--- src/rtl/seq_divider.sv ---
// Sequential restoring divider: one quotient bit per cycle, fixed latency.
// Define DIV_SIGNED_EN for two's-complement operands (truncating quotient).
module seq_divider #(
    parameter int WIDTH = 32
) (
    input  logic             clk,
    input  logic             Reset,
    input  logic             start,
    input  logic [WIDTH-1:0] Dividend_in,
    input  logic [WIDTH-1:0] Divisor_in,
    output logic             busy,
    output logic             done,
    output logic             div_by_zero,
    output logic [WIDTH-1:0] Quotient_out,
    output logic [WIDTH-1:0] Remainder_out,
    output logic [1:0]       o_dbg_state
);
    localparam int CW = $clog2(WIDTH + 1);

    typedef enum logic [1:0] {
        IDLE = 2'd0,
        CALC = 2'd1,
        DONE = 2'd2
    } state_t;

    state_t           r_state;
    logic [CW-1:0]    r_cnt;
    logic [WIDTH-1:0] r_quo;
    logic [WIDTH-1:0] r_rem;
    logic [WIDTH-1:0] r_dvs;

    logic [WIDTH-1:0] w_dvd_mag;
    logic [WIDTH-1:0] w_dvs_mag;
    logic [WIDTH:0]   w_shift;
    logic [WIDTH:0]   w_diff;
    logic             w_fit;
    logic [WIDTH-1:0] w_quo_nxt;
    logic [WIDTH-1:0] w_rem_nxt;
    logic [WIDTH-1:0] w_quo_res;
    logic [WIDTH-1:0] w_rem_res;

`ifdef DIV_SIGNED_EN
    logic r_q_neg;
    logic r_r_neg;
    // Divide magnitudes, then restore signs; most-negative/-1 wraps back to itself.
    assign w_dvd_mag = Dividend_in[WIDTH-1] ? -Dividend_in : Dividend_in;
    assign w_dvs_mag = Divisor_in[WIDTH-1]  ? -Divisor_in  : Divisor_in;
    assign w_quo_res = r_q_neg ? -w_quo_nxt : w_quo_nxt;
    assign w_rem_res = r_r_neg ? -w_rem_nxt : w_rem_nxt;
`else
    assign w_dvd_mag = Dividend_in;
    assign w_dvs_mag = Divisor_in;
    assign w_quo_res = w_quo_nxt;
    assign w_rem_res = w_rem_nxt;
`endif

    // The partial remainder is always below the divisor, so a borrow out of bit WIDTH means no fit.
    assign w_shift   = {r_rem, r_quo[WIDTH-1]};
    assign w_diff    = w_shift - {1'b0, r_dvs};
    assign w_fit     = ~w_diff[WIDTH];
    assign w_rem_nxt = w_fit ? w_diff[WIDTH-1:0] : w_shift[WIDTH-1:0];
    assign w_quo_nxt = {r_quo[WIDTH-2:0], w_fit};

    assign o_dbg_state = r_state;

    always_ff @(posedge clk) begin
        if (Reset) begin
            r_state       <= IDLE;
            r_cnt         <= '0;
            r_quo         <= '0;
            r_rem         <= '0;
            r_dvs         <= '0;
            busy          <= 1'b0;
            done          <= 1'b0;
            div_by_zero   <= 1'b0;
            Quotient_out  <= '0;
            Remainder_out <= '0;
`ifdef DIV_SIGNED_EN
            r_q_neg       <= 1'b0;
            r_r_neg       <= 1'b0;
`endif
        end else begin
            case (r_state)
                IDLE: begin
                    done <= 1'b0;
                    if (start) begin
                        div_by_zero <= 1'b0;
                        r_quo       <= w_dvd_mag;
                        r_rem       <= '0;
                        r_dvs       <= w_dvs_mag;
                        r_cnt       <= CW'(WIDTH);
`ifdef DIV_SIGNED_EN
                        r_q_neg     <= Dividend_in[WIDTH-1] ^ Divisor_in[WIDTH-1];
                        r_r_neg     <= Dividend_in[WIDTH-1];
`endif
                        if (Divisor_in == '0) begin
                            r_state       <= DONE;
                            done          <= 1'b1;
                            div_by_zero   <= 1'b1;
                            Quotient_out  <= '1;
                            Remainder_out <= Dividend_in;
                        end else begin
                            r_state <= CALC;
                            busy    <= 1'b1;
                        end
                    end
                end
                CALC: begin
                    r_quo <= w_quo_nxt;
                    r_rem <= w_rem_nxt;
                    r_cnt <= r_cnt - CW'(1);
                    if (r_cnt == CW'(1)) begin
                        r_state       <= DONE;
                        busy          <= 1'b0;
                        done          <= 1'b1;
                        Quotient_out  <= w_quo_res;
                        Remainder_out <= w_rem_res;
                    end
                end
                DONE: begin
                    r_state <= IDLE;
                    done    <= 1'b0;
                end
                default: begin
                    r_state <= IDLE;
                    busy    <= 1'b0;
                    done    <= 1'b0;
                end
            endcase
        end
    end
endmodule

--- config.mk ---
export PLATFORM = sky130hd
export DESIGN_NAME = seq_divider
export DESIGN_NICKNAME = d
export VERILOG_FILES = /design/src/rtl/seq_divider.sv
export SDC_FILE = /design/constraint.sdc
export NUM_CORES = 1
export LEC_CHECK = 0
export CORE_MARGIN = 10
export CORE_UTILIZATION = 49
export CTS_CLUSTER_SIZE = 20
export DETAILED_ROUTE_END_ITERATION = 16
export GPL_TIMING_DRIVEN = 0
export MAX_ROUTING_LAYER = met4
export PLACE_DENSITY = 0.81
export SLEW_MARGIN = 20
export SYNTH_ARGS = -nofsm -noshare
export SYNTH_HDL_FRONTEND = slang
export SYNTH_SLANG_ARGS = --single-unit
--- constraint.sdc ---
create_clock -name clk -period 2.8 [get_ports clk]
set_clock_uncertainty 0.1 [all_clocks]
set_input_delay 0.42 -clock clk [delete_from_list [all_inputs] [get_ports clk]]
set_output_delay 0.42 -clock clk [all_outputs]
set_load 0.05 [all_outputs]
Word-level counts from Yosys, hierarchy flattened
Cells that the tools add are included.
{ "classes": {"mux": 27, "addsub": 2, "n_reduce_logical": 8, "n_eq_ne": 7, "n_bitwise": 2} }
{ "op_table": {"columns": ["operator", "n"], "rows": [
  ["32-bit 2-to-1 mux", 9],
  ["32-bit one-hot mux with 2 select lines", 4],
  ["33-bit by 32-bit subtractor with 33-bit output", 1],
  ["32-bit zero test", 1],
  ["6-bit one-hot mux with 2 select lines", 1],
  ["2-bit inequality test (second input constant)", 4],
  ["4-bit AND reduction", 2],
  ["6-bit by 1-bit == test with 1-bit output (second input constant)", 1],
  ["1-bit 2-to-1 mux", 6],
  ["2-bit 2-to-1 mux", 3],
  ["6-bit 2-to-1 mux", 1],
  ["2-bit AND reduction", 3],
  ["6-bit by 1-bit subtractor with 6-bit output (second input constant)", 1],
  ["2-bit one-hot mux with 2 select lines", 1],
  ["1-bit one-hot mux with 3 select lines", 1],
  ["2-bit by 1-bit == test with 1-bit output (second input constant)", 1],
  ["2-bit == test (second input constant)", 1],
  ["2-bit zero test", 1],
  ["1-bit inverter", 2],
  ["1-bit one-hot mux with 2 select lines", 1],
  ["2-bit nonzero test", 1]
]} }
{ "totals": {"in_bits": 67, "elab_cells": 56, "out_inout_bits": 69, "reg_bits": 171} }

Longest topological paths before layout
{ "logic_depth": {"ltp_word": 4, "depth_mapped": 14, "ltp_nobuf": 12} }

Worst setup path after synthesis
No wires, ideal clock.
{ "synth_path": {"path_type": "register to register", "start": "register r_quo[31]", "end": "register Remainder_out[8]", "setup_slack_ps": -12, "setup_time_ps": 127, "stages_incl_launch_ff": 14, "t_arrival_ps": 2585, "required_time_ps": 2573, "path_buffers": 2, "period_less_slack_ps": 2812, "cell_sequence": "dfxtp_1 inv_1 ha_1 fa_1 nand2b_1 a21oi_1 o211ai_2 o21ai_2 a21oi_2 o211ai_4 buf_6 buf_8 mux2i_1 o21ai_1"} }
{ "synth_between": {"elab_chain_len": 4} }
{ "synth_rtl": {"columns": ["item", "line", "rtl"], "rows": [
  ["from (decl)", "28", "logic [WIDTH-1:0] r_quo;"],
  ["from (signal assigned)", "88", "r_quo <= w_dvd_mag;"],
  ["from (signal assigned)", "109", "r_quo <= w_quo_nxt;"],
  ["33-bit by 32-bit subtractor with 33-bit output", "59", "assign w_diff = w_shift - {1'b0, r_dvs};"],
  ["32-bit 2-to-1 mux", "61", "assign w_rem_nxt = w_fit ? w_diff[WIDTH-1:0] : w_shift[WIDTH-1:0];"],
  ["32-bit 2-to-1 mux", "112", "if (r_cnt == CW'(1)) begin"],
  ["32-bit one-hot mux with 2 select lines", "83", "case (r_state)"],
  ["to (signal assigned)", "101", "Remainder_out <= Dividend_in;"],
  ["to (signal assigned)", "117", "Remainder_out <= w_rem_res;"],
  ["to (decl)", "15", "output logic [WIDTH-1:0] Remainder_out,"]
]} }
Every way passes these cells. The select of a mux whose other input is x is not followed.
A chain may end at the register's enable or synchronous reset.

Final worst setup path
{ "layout_path": {"start": "register r_rem[21]", "end": "register r_rem[21]"} }
{ "layout_between": {"elab_chain_len": 3} }
{ "layout_rtl": {"columns": ["item", "line", "rtl"], "rows": [
  ["from (decl)", "29", "logic [WIDTH-1:0] r_rem;"],
  ["from (signal assigned)", "110", "r_rem <= w_rem_nxt;"],
  ["33-bit by 32-bit subtractor with 33-bit output", "59", null],
  ["32-bit 2-to-1 mux", "61", null],
  ["32-bit one-hot mux with 2 select lines", "83", null]
]} }
Every way passes these cells.

==> flow_summary.yaml <==
run_status:
  outcome: "finished, violations left"
  violations: "setup timing"
worst_setup_path:
  start_kind: "flip-flop"
  crit_fanout: 8
  end_kind: "flip-flop"
  critical_path_class: "reg -> reg"
  r2r_setup_slack_ns: -0.32
  crit_arrival_ns: 3.30
  required_ns: 2.99
yosys:
  ys_warn_count: 0
  syn_inst: 1072
  synth_nets: 1174
  synth.most_common_cell: "nand2_1"
  synth_top_area_share_pct: 39.3
  synth_seq_cells: 171
  synth_cell_types: 63
  yosysTopAreaCell: "dfxtp_1"
  synth.top_cells.by_count: "nand2_1, dfxtp_1, a21oi_1"
  synth_edf_count: 0
  netlist_area_mm2: 0.00871
  synthFlopType: "dfxtp_1"
  async_reset_ff_share_pct: 0
  syn_area_per_cell_um2: 8.13
  ys_seq_area_share_pct: 39.3
  synthTopCellsByArea: "dfxtp_1, nand2_1, a21oi_1"
job:
  maxCapViolations: 0
floorplan:
  dieArea_mm2: 0.0235
  die_y_um: 153
  start_util_pct: 50.2
  io_pins: 136
  rows: 48
  die_x_um: 153
  core-area_mm2: 0.0174
cts:
  cts_tree: "done"
  cts.clk_slew.worst_paths_ns: 0.07
  numCtsBuffers: 17
  cts_max_path_buffers: 2
  cts-root-buf: "clkbuf_16"
  htreeDepth: 4
  clock_latency_ns: 0.43
  cts.sinks: 171
power_and_ir_drop:
  power_mw: 20.3
  ir_worst_vdd_mv: 1.33
  p_leak_nw: 4.45
  power_density_mw_per_mm2: 1680
worst_hold_path:
  hp-class: "reg -> reg"
grt:
  grt_overflow: 0
  grtUsageTotal_pct: 25.5
  antenna_found_initial: 1
  grt_pass1_vias: 8519
  grt_pass1_wl_mm: 47.1
  grt_max_degree: 17
sta:
  setup_viol: 65
  setup_tns_ns: -12.27
  grt_setup_unrepaired: "yes"
  hold_violations: 0
  fin_crit_sh_pct: 111
  fmax_mhz: 321
  maxSlewViolCount: 0
  worstMarginPinSlew_ns: 0.846
  relSlewSlack_pct: 43.4
  fin_ws_ns: -0.319
  fin_crit_ns: 3.12
  hold_ws_ns: 0.354
drt:
  vias_per_cell: 6.19
  wl_mm: 31.9
  routed-via-count: 9178
  ant_nets: 0
  drtIter0Drc: 1031
  drc: 0
  wl_per_cell_um: 21.5
  drt-pass1-iter-count: 6
finish:
  area.growth.synth_to_final_pct: 38.5
  nNetsFinal: 1346
  fillerInstances: 1306
  fin_area_mm2: 0.0121
  drive_above_1_share_pct: 18.3
placement:
  place.gp.congestion: 1.01
  hpwl_mm: 23.1
  io_buffer_count: 135
  place_area_mm2: 0.0103
[power breakdown]
group / switching (mW) / internal [mW]
Clock: 1.07 / 1.42
Combinational: 7.75 / 6.81
Sequential: 0.453 / 2.83
Total: 9.27 / 11.1
[cells by family after synthesis]
logic type,synth area share [%]
simple gates,18.8
compound gates,25.1
flops,39.3
buf+inv,5.90
fa+ha+maj,5.11
xor+xnor,3.02
mux,2.77
[per-stage QoR]
step	cells	util (%)	setup slack, ns
6_report	1483	69.5	-0.319
3_5_place_dp	1432	59.6	-1.16
2_1_floorplan	1072	-	0.0113
4_1_cts	1472	66.0	-0.209
5_1_grt	1483	69.5	-0.313
3_3_place_gp	1432	59.6	-1.11
[critical path, stage by stage, from the launching register on]
cell and delay [ns]:
dfxtp_1 0.39, ha_1 0.30, buf_2 0.22, nand2_1 0.13, nor3_2 0.27, a211oi_2 0.14, o22ai_1 0.25, a21oi_2 0.08
o211ai_4 0.28, buf_8 0.20, buf_16 0.16, mux2i_4 0.34, o21ai_2 0.11
[area by class of cell]
class                           count  area (um2)  share of cell area, %
Multi-Input combinational cell    776        5570                   46.1
Sequential cell                   171        3450                   28.5
Timing Repair Buffer              159        1630                   13.5
Clock buffer                       18         429                   3.56
Buffer                             76         373                   3.09
Tap cell                          225         282                   2.33
Clock inverter                     14         183                   1.51
Inverter                           43         161                   1.34
Antenna cell                        1        2.50                 0.0207
[layer usage]
layer	global-route usage (%)	part of all wire, %	routed length, um
met3	5.67	9.9	3150
met1	30.3	39	12500
met2	41.4	46	14600
met4	9.85	5.1	1630
met5	-	0	0
[flip-flops by register name, indices dropped and copies added, names as in the netlist, 2 cells and up]
register,count
r_rem,32
r_cnt,6
Remainder_out,32
o_dbg_state,2
Quotient_out,32
r_quo,32
r_dvs,32
[placed cells by master (no fill, tap or decap), drive strengths merged, types with 6 or more instances in the layout]
master         instances
ha                    34
a31oi                 22
buf                   38
a21o                  16
o21ai                 74
nand4                 13
dfxtp                171
a21oi                 91
xnor2                 21
nand3                  7
nand2b                 8
mux2i                 23
nor2                  71
nor3                  11
o221a                 32
clkdlybuf4s50        135
and4                  16
or3                    6
nor4                  10
a211oi                10
a311oi                35
xor2                   9
clkbuf                80
inv                   48
o211ai                10
nand2                207
[timing repair]
item,CTS,global route
pin swaps,12,29
gates cloned,1,2
gates resized for setup,84,128
setup buffers,10,11
endpoints found under the setup margin,97,96
hold buffers,0,0
[worst paths after layout]
check / start / endpoint / depth (start not counted)
max reg2reg: r_rem[21] / r_rem[21] / 12
min: r_dvs[13] / r_dvs[13] / 2
max: r_rem[21] / r_rem[21] / 12
min reg2reg: r_dvs[13] / r_dvs[13] / 2
Note: power is estimated with default switching activity, not from simulation.
